### config.mk
export PLATFORM = sky130hd
export DESIGN_NAME = stage4_flatten_buffer_flat
export DESIGN_NICKNAME = d
export VERILOG_FILES = /design/src/rtl/stage4_flatten_buffer_if.sv /design/src/rtl/stage4_flatten_buffer.sv /design/src/flat_wrapper.sv
export SDC_FILE = /design/constraint.sdc
export NUM_CORES = 1
export LEC_CHECK = 0
export ABC_AREA = 1
export CAP_MARGIN = 0
export CORE_MARGIN = 2
export CORE_UTILIZATION = 32
export DETAILED_ROUTE_END_ITERATION = 10
export GPL_TIMING_DRIVEN = 0
export HOLD_SLACK_MARGIN = 0.06
export SYNTH_ARGS = -nofsm -noshare
export SYNTH_HDL_FRONTEND = slang
export SYNTH_SLANG_ARGS = --single-unit
### constraint.sdc
create_clock -name clk -period 3.5 [get_ports clk]
set_input_delay 1.05 -clock clk [delete_from_list [all_inputs] [get_ports clk]]
set_output_delay 1.05 -clock clk [all_outputs]
set_load 0.01 [all_outputs]
### src/rtl/stage4_flatten_buffer_if.sv
// rtl/stage4_flatten_buffer_if.sv - pooled-vector input and flattened element stream bundle
interface stage4_flatten_buffer_if #(
  parameter int CH      = 3,
  parameter int NUM_POS = 16,
  parameter int IN_BW   = 32,
  parameter int OUT_BW  = 16,
  parameter int IDX_W   = $clog2(CH * NUM_POS)
);
  logic                     i_pool_valid;
  logic [CH*IN_BW-1:0]      i_pool_data;
  logic                     o_valid;
  logic                     i_ready;
  logic signed [OUT_BW-1:0] o_data;
  logic [IDX_W-1:0]         o_index;
  logic                     o_last;

  // master is the flatten buffer itself; slave is the pooling/FC environment
  modport master (
    input  i_pool_valid, i_pool_data, i_ready,
    output o_valid, o_data, o_index, o_last
  );

  modport slave (
    output i_pool_valid, i_pool_data, i_ready,
    input  o_valid, o_data, o_index, o_last
  );
endinterface

### src/rtl/stage4_flatten_buffer.sv
// rtl/stage4_flatten_buffer.sv - frame collector and channel-major flatten streamer (option: STAGE4_FLATTEN_SAT_EN)
module stage4_flatten_buffer #(
  parameter int CH      = 3,
  parameter int NUM_POS = 16,
  parameter int IN_BW   = 32,
  parameter int OUT_BW  = 16
) (
  input  logic                      clk,
  input  logic                      reset_n,
  input  logic                      i_clear,
  stage4_flatten_buffer_if.master   bus,
  output logic                      o_busy,
  output logic                      o_overflow
);
  localparam int IDX_W = $clog2(CH * NUM_POS);
  localparam int PW    = (NUM_POS > 1) ? $clog2(NUM_POS) : 1;
  localparam int RW    = (CH > 1) ? $clog2(CH) : 1;

  typedef enum logic {S_COLLECT, S_STREAM} state_t;

  state_t                   state_q, state_d;
  logic [PW-1:0]            wp_q, wp_d;
  logic [RW-1:0]            rc_q, rc_d;
  logic [PW-1:0]            rp_q, rp_d;
  logic                     ovf_q, ovf_d;
  logic signed [IN_BW-1:0]  mem_q [CH][NUM_POS];
  logic signed [IN_BW-1:0]  mem_d [CH][NUM_POS];

  logic                     streaming;
  logic                     xfer;
  logic [IDX_W-1:0]         idx;
  logic                     last;

  // Narrow a pooled element to the FC width: saturate or wrap depending on build
  function automatic logic signed [OUT_BW-1:0] narrow(input logic signed [IN_BW-1:0] v);
`ifdef STAGE4_FLATTEN_SAT_EN
    logic [IN_BW-OUT_BW:0] top;
    top = v[IN_BW-1:OUT_BW-1];
    if ((&top) || !(|top))
      narrow = v[OUT_BW-1:0];
    else if (v[IN_BW-1])
      narrow = {1'b1, {(OUT_BW-1){1'b0}}};
    else
      narrow = {1'b0, {(OUT_BW-1){1'b1}}};
`else
    narrow = OUT_BW'(v);
`endif
  endfunction

  // Flatten index and transfer qualifiers, all from registered state except i_ready
  always_comb begin
    streaming = (state_q == S_STREAM);
    xfer      = streaming && bus.i_ready;
    idx       = IDX_W'(rc_q) * IDX_W'(NUM_POS) + IDX_W'(rp_q);
    last      = (idx == IDX_W'(CH * NUM_POS - 1));
  end

  // State, pointers, sticky overflow and buffer; reset also zeroes the buffer
  always_ff @(posedge clk or negedge reset_n) begin
    if (!reset_n) begin
      state_q <= S_COLLECT;
      wp_q    <= '0;
      rc_q    <= '0;
      rp_q    <= '0;
      ovf_q   <= 1'b0;
      for (int c = 0; c < CH; c++)
        for (int p = 0; p < NUM_POS; p++)
          mem_q[c][p] <= '0;
    end else begin
      state_q <= state_d;
      wp_q    <= wp_d;
      rc_q    <= rc_d;
      rp_q    <= rp_d;
      ovf_q   <= ovf_d;
      mem_q   <= mem_d;
    end
  end

  // Next state: frame complete enters STREAM, the o_last transfer returns to COLLECT
  always_comb begin
    state_d = state_q;
    if (i_clear) begin
      state_d = S_COLLECT;
    end else begin
      case (state_q)
        S_COLLECT: if (bus.i_pool_valid && wp_q == PW'(NUM_POS - 1)) state_d = S_STREAM;
        S_STREAM:  if (xfer && last) state_d = S_COLLECT;
        default:   state_d = S_COLLECT;
      endcase
    end
  end

  // Datapath: capture vectors in COLLECT, walk rc/rp in STREAM, flag dropped vectors
  always_comb begin
    wp_d  = wp_q;
    rc_d  = rc_q;
    rp_d  = rp_q;
    ovf_d = ovf_q;
    mem_d = mem_q;
    if (i_clear) begin
      wp_d  = '0;
      rc_d  = '0;
      rp_d  = '0;
      ovf_d = 1'b0;
    end else if (state_q == S_COLLECT) begin
      if (bus.i_pool_valid) begin
        for (int c = 0; c < CH; c++)
          mem_d[c][wp_q] = bus.i_pool_data[c*IN_BW +: IN_BW];
        wp_d = (wp_q == PW'(NUM_POS - 1)) ? '0 : wp_q + PW'(1);
      end
    end else begin
      if (bus.i_pool_valid) ovf_d = 1'b1;
      if (xfer) begin
        if (last) begin
          rc_d = '0;
          rp_d = '0;
        end else if (rp_q == PW'(NUM_POS - 1)) begin
          rp_d = '0;
          rc_d = rc_q + RW'(1);
        end else begin
          rp_d = rp_q + PW'(1);
        end
      end
    end
  end

  // Outputs: stream fields are forced to zero outside STREAM
  always_comb begin
    bus.o_valid = streaming;
    bus.o_data  = streaming ? narrow(mem_q[rc_q][rp_q]) : '0;
    bus.o_index = streaming ? idx : '0;
    bus.o_last  = streaming && last;
    o_busy      = streaming;
    o_overflow  = ovf_q;
  end
endmodule

### src/flat_wrapper.sv
// flat-port wrapper written by rule: the top's interface ports become plain ports
module stage4_flatten_buffer_flat 
#(
  parameter int CH      = 3,
  parameter int NUM_POS = 16,
  parameter int IN_BW   = 32,
  parameter int OUT_BW  = 16
)
  (clk, reset_n, i_clear, o_busy, o_overflow, bus_i_pool_valid, bus_i_pool_data, bus_i_ready, bus_o_valid, bus_o_data, bus_o_index, bus_o_last);
  stage4_flatten_buffer_if #(.CH(CH), .NUM_POS(NUM_POS), .IN_BW(IN_BW), .OUT_BW(OUT_BW)) bus_i ();
  input  logic clk;
  input  logic reset_n;
  input  logic i_clear;
  output logic o_busy;
  output logic o_overflow;
  input wire logic [$bits(bus_i.i_pool_valid)-1:0] bus_i_pool_valid;
  input wire logic [$bits(bus_i.i_pool_data)-1:0] bus_i_pool_data;
  input wire logic [$bits(bus_i.i_ready)-1:0] bus_i_ready;
  output wire logic [$bits(bus_i.o_valid)-1:0] bus_o_valid;
  output wire logic [$bits(bus_i.o_data)-1:0] bus_o_data;
  output wire logic [$bits(bus_i.o_index)-1:0] bus_o_index;
  output wire logic [$bits(bus_i.o_last)-1:0] bus_o_last;
  assign bus_i.i_pool_valid = bus_i_pool_valid;
  assign bus_i.i_pool_data = bus_i_pool_data;
  assign bus_i.i_ready = bus_i_ready;
  assign bus_o_valid = bus_i.o_valid;
  assign bus_o_data = bus_i.o_data;
  assign bus_o_index = bus_i.o_index;
  assign bus_o_last = bus_i.o_last;
  stage4_flatten_buffer #(.CH(CH), .NUM_POS(NUM_POS), .IN_BW(IN_BW), .OUT_BW(OUT_BW)) u_core (.clk(clk), .reset_n(reset_n), .i_clear(i_clear), .bus(bus_i), .o_busy(o_busy), .o_overflow(o_overflow));
endmodule
==> out/qor.yml <==
status:
  outcome: "finished with violations"
  violations: "setup timing"
route:
  ant_nets: 0
  totalWireLength_mm: 166
  detail_route.vias_per_cell: 5.30
  wl_per_cell_um: 24.4
  vias: 36000
  drc_errors: 0
  drt_iter0_drc: 5309
  drtPass1Iterations: 6
global_route:
  grt.overflow.total: 0
  grt_pass1_wl_mm: 238
  grt_max_degree: 109
  grt_pass1_vias: 34000
  grtUsageTotal: 0.271
  antenna_found_initial: 6
critical_path:
  worstPathArrival_ns: 2.97
  reg2reg_from: "u_core.bus.o_valid$_DFF_PN0_"
  rrSetupSlack_ns: 0.64
  required_ns: 2.45
  end_kind: "output pin"
  reg2reg_to: "u_core.mem_q[260]$_DFFE_PN0P_"
  critPathLaunch: "u_core.rc_q[0]$_DFFE_PN0P_"
  crit_fanout: 10
  critical_path_class: "register to output pin"
  worstRegToRegCells: 9
  startpoint_type: "register"
synth:
  synth_top_family_by_area: "simple AND/OR/NAND/NOR gates"
  synth_nets: 5111
  synthTopCellsByCount: "1654 x nand2_1, 780 x dfrtp_1, 579 x inv_1, 486 x o21ai_0, 452 x nand3_1"
  synthMuxAreaShare: 0
  synth_area_leader_cell: "dfrtp_1"
  netlist_instances: 5005
  netlist.area_leader.share: 0.519
  syn_area_sq_um: 37600
  synth_simple_gate_area_frac: 0.259
  synth_compound_area_frac: 0.117
  ys_ff_latch: 780
  synth_adder_area_share: 0.00166
  syn_avg_cell_area_sq_um: 7.52
  synthXorXnorAreaFrac: 0.000233
  synth-edff-count: 0
  yosysMostFrequentCell: "nand2_1"
  ys_async_sr_fraction: 1.00
  ys_types: 30
  seq_area_frac_synth: 0.519
  synth_area_leaders: "dfrtp_1 52%, nand2_1 16%, o21ai_0 6.5%"
  ys_warn_count: 0
  synth-main-ff-cell: "dfrtp_1"
clock_tree:
  clk_path_buf_depth: 3
  clkTransAtPathRegs_ns: 0.07
  cts_sinks: 780
  cts_tree: "yes"
  root_buffer: "clkbuf_16"
  cts_hold_buf: 0
  insertion_delay_ns: 0.69
  htree_levels: 3
  cts_inserted_buffers: 88
power:
  switching_share: 0.311
  pwr-share-comb: 0.193
  clkPwrFrac: 0.393
  switching_power_mw: 7.77
  ir_drop_mv: 0.354
  power_density_nw_per_um2: 536
  p_leak_nw: 22.2
  seq_power_share: 0.414
  internal_power_mw: 17.2
cells_and_area:
  drive_above_1_share: 0.158
  nets: 5297
  area_growth_pct: 23.6
  finalInstanceArea_sq_um: 46500
sta:
  setup_viol: 16
  finClkSkew_ns: 0.0237
  rsz0062_at_grt: "yes"
  setup_tns_ns: -7.08
  fin_ws_ns: -0.517
  hold_slack_ns: 0.342
  slew_viol_final: 0
  clock.fmax_mhz: 249
  period_minus_slack_ns: 4.02
  hold_viol: 0
  slew_headroom: 0.0761
  worstMarginPinSlew_ns: 1.39
  final.period_utilization: 1.15
die:
  die_x_um: 347
  num_rows: 125
  ios: 127
  dieArea_sq_um: 120000
  initial_utilization: 0.323
  die_h_um: 347
  coreArea_sq_um: 116000
placement:
  place_congestion: 0.984
  dp_hpwl_mm: 116
  port-buffer-count: 46
  dpl_cell_area_sq_um: 40200
  pre_cts_ws_ns: -1.92
run:
  max-cap-violations: 0
min_path:
  worst_hold_path_type: "input port to async pin"
-- power groups by stage --
stage	logic, mW	clock network, mW	registers (mW)
floorplan	2.18	0	10.4
global placement	3.84	0	10.5
detailed placement	3.90	0	10.5
CTS	4.41	9.82	10.3
global route	5.14	10.2	10.4
finish	4.81	9.80	10.3
-- repair_timing --
action	CTS	global route
pin swaps	83	103
gates cloned	5	5
endpoints found under the setup margin	22	18
hold endpoints to repair	0	0
buffers inserted	23	9
resized for setup	614	282
-- layout by cell type (no fill, tap or decap), types with 34 or more instances in the layout --
| master | count |
|---|---|
| o21ai_1 | 163 |
| a21oi_2 | 50 |
| dfrtp_1 | 777 |
| buf_12 | 34 |
| o21ai_0 | 486 |
| inv_1 | 574 |
| clkbuf_1 | 142 |
| nand3_2 | 70 |
| nand2_1 | 1522 |
| nor2_4 | 37 |
| buf_4 | 62 |
| buf_6 | 35 |
| buf_2 | 101 |
| clkbuf_16 | 100 |
| a21oi_1 | 171 |
| nand3_1 | 365 |
| nor2_1 | 170 |
| nand2_2 | 106 |
-- worst max-delay path by stage --
stage / endpoint / depth (start not counted)
after floorplan: bus_o_data[12] / 12
after global placement: u_core.mem_q[1062]$_DFFE_PN0P_ / 1
after detailed placement: bus_o_data[15] / 13
after CTS: bus_o_data[11] / 14
after global routing: bus_o_data[15] / 14
final: bus_o_data[15] / 14
-- layout make-up --
| cell class | count | area, sq um |
|---|---|---|
| multi-input combinational | 3271 | 15800 |
| fill | 12000 | 69800 |
| sequential | 780 | 19500 |
| clock buffer | 134 | 2660 |
| antenna | 3 | 7.51 |
| buffer | 366 | 2760 |
| tap | 1524 | 1910 |
| clock inverter | 28 | 328 |
| timing repair buffer | 95 | 1220 |
| timing repair inverter | 1 | 7.51 |
| inverter | 588 | 2270 |
-- per-stage QoR --
stage | std cells | total power [mW] | util
floorplan | 5005 | 12.5 | -
global placement | 6575 | 14.4 | 0.344
detailed placement | 6583 | 14.4 | 0.346
CTS | 6773 | 24.5 | 0.390
global route | 6787 | 25.8 | 0.400
finish | 6790 | 24.9 | 0.400
-- layer usage --
layer  global-route usage  up-vias  share of wire
met5                    0        -         0.0010
met4                0.131        8          0.056
met3               0.0879      392           0.12
met2                0.381     1934           0.41
met1                0.373    17600           0.41
li1                     -    16000              -
-- state kept, by name, summed over array words and instances, names as in the netlist --
| signal | cells |
|---|---|
| u_core.wp_q | 4 |
| u_core.o_overflow | 1 |
| u_core.mem_q | 768 |
| u_core.bus.o_valid | 1 |
| u_core.rp_q | 4 |
| u_core.rc_q | 2 |
-- worst max-delay path, stage by stage, from the launching register on --
cell and delay (ns):
dfrtp_1 0.38, buf_12 0.20, inv_16 0.08, buf_16 0.17, buf_12 0.17, nand2_1 0.11, nand3_4 0.13, nand2_4 0.13
a21oi_1 0.07, nand2_1 0.10, nand2_1 0.10, nor2_4 0.17, nor2_2 0.07, nor2_4 0.20, buf_2 0.18
-- logic make-up after synthesis --
group | Yosys count
compound gates | 881
xor+xnor | 1
fa+ha+maj | 5
buf+inv | 954
flops | 780
simple gates | 2384
Note: power is estimated with default switching activity, not from simulation.
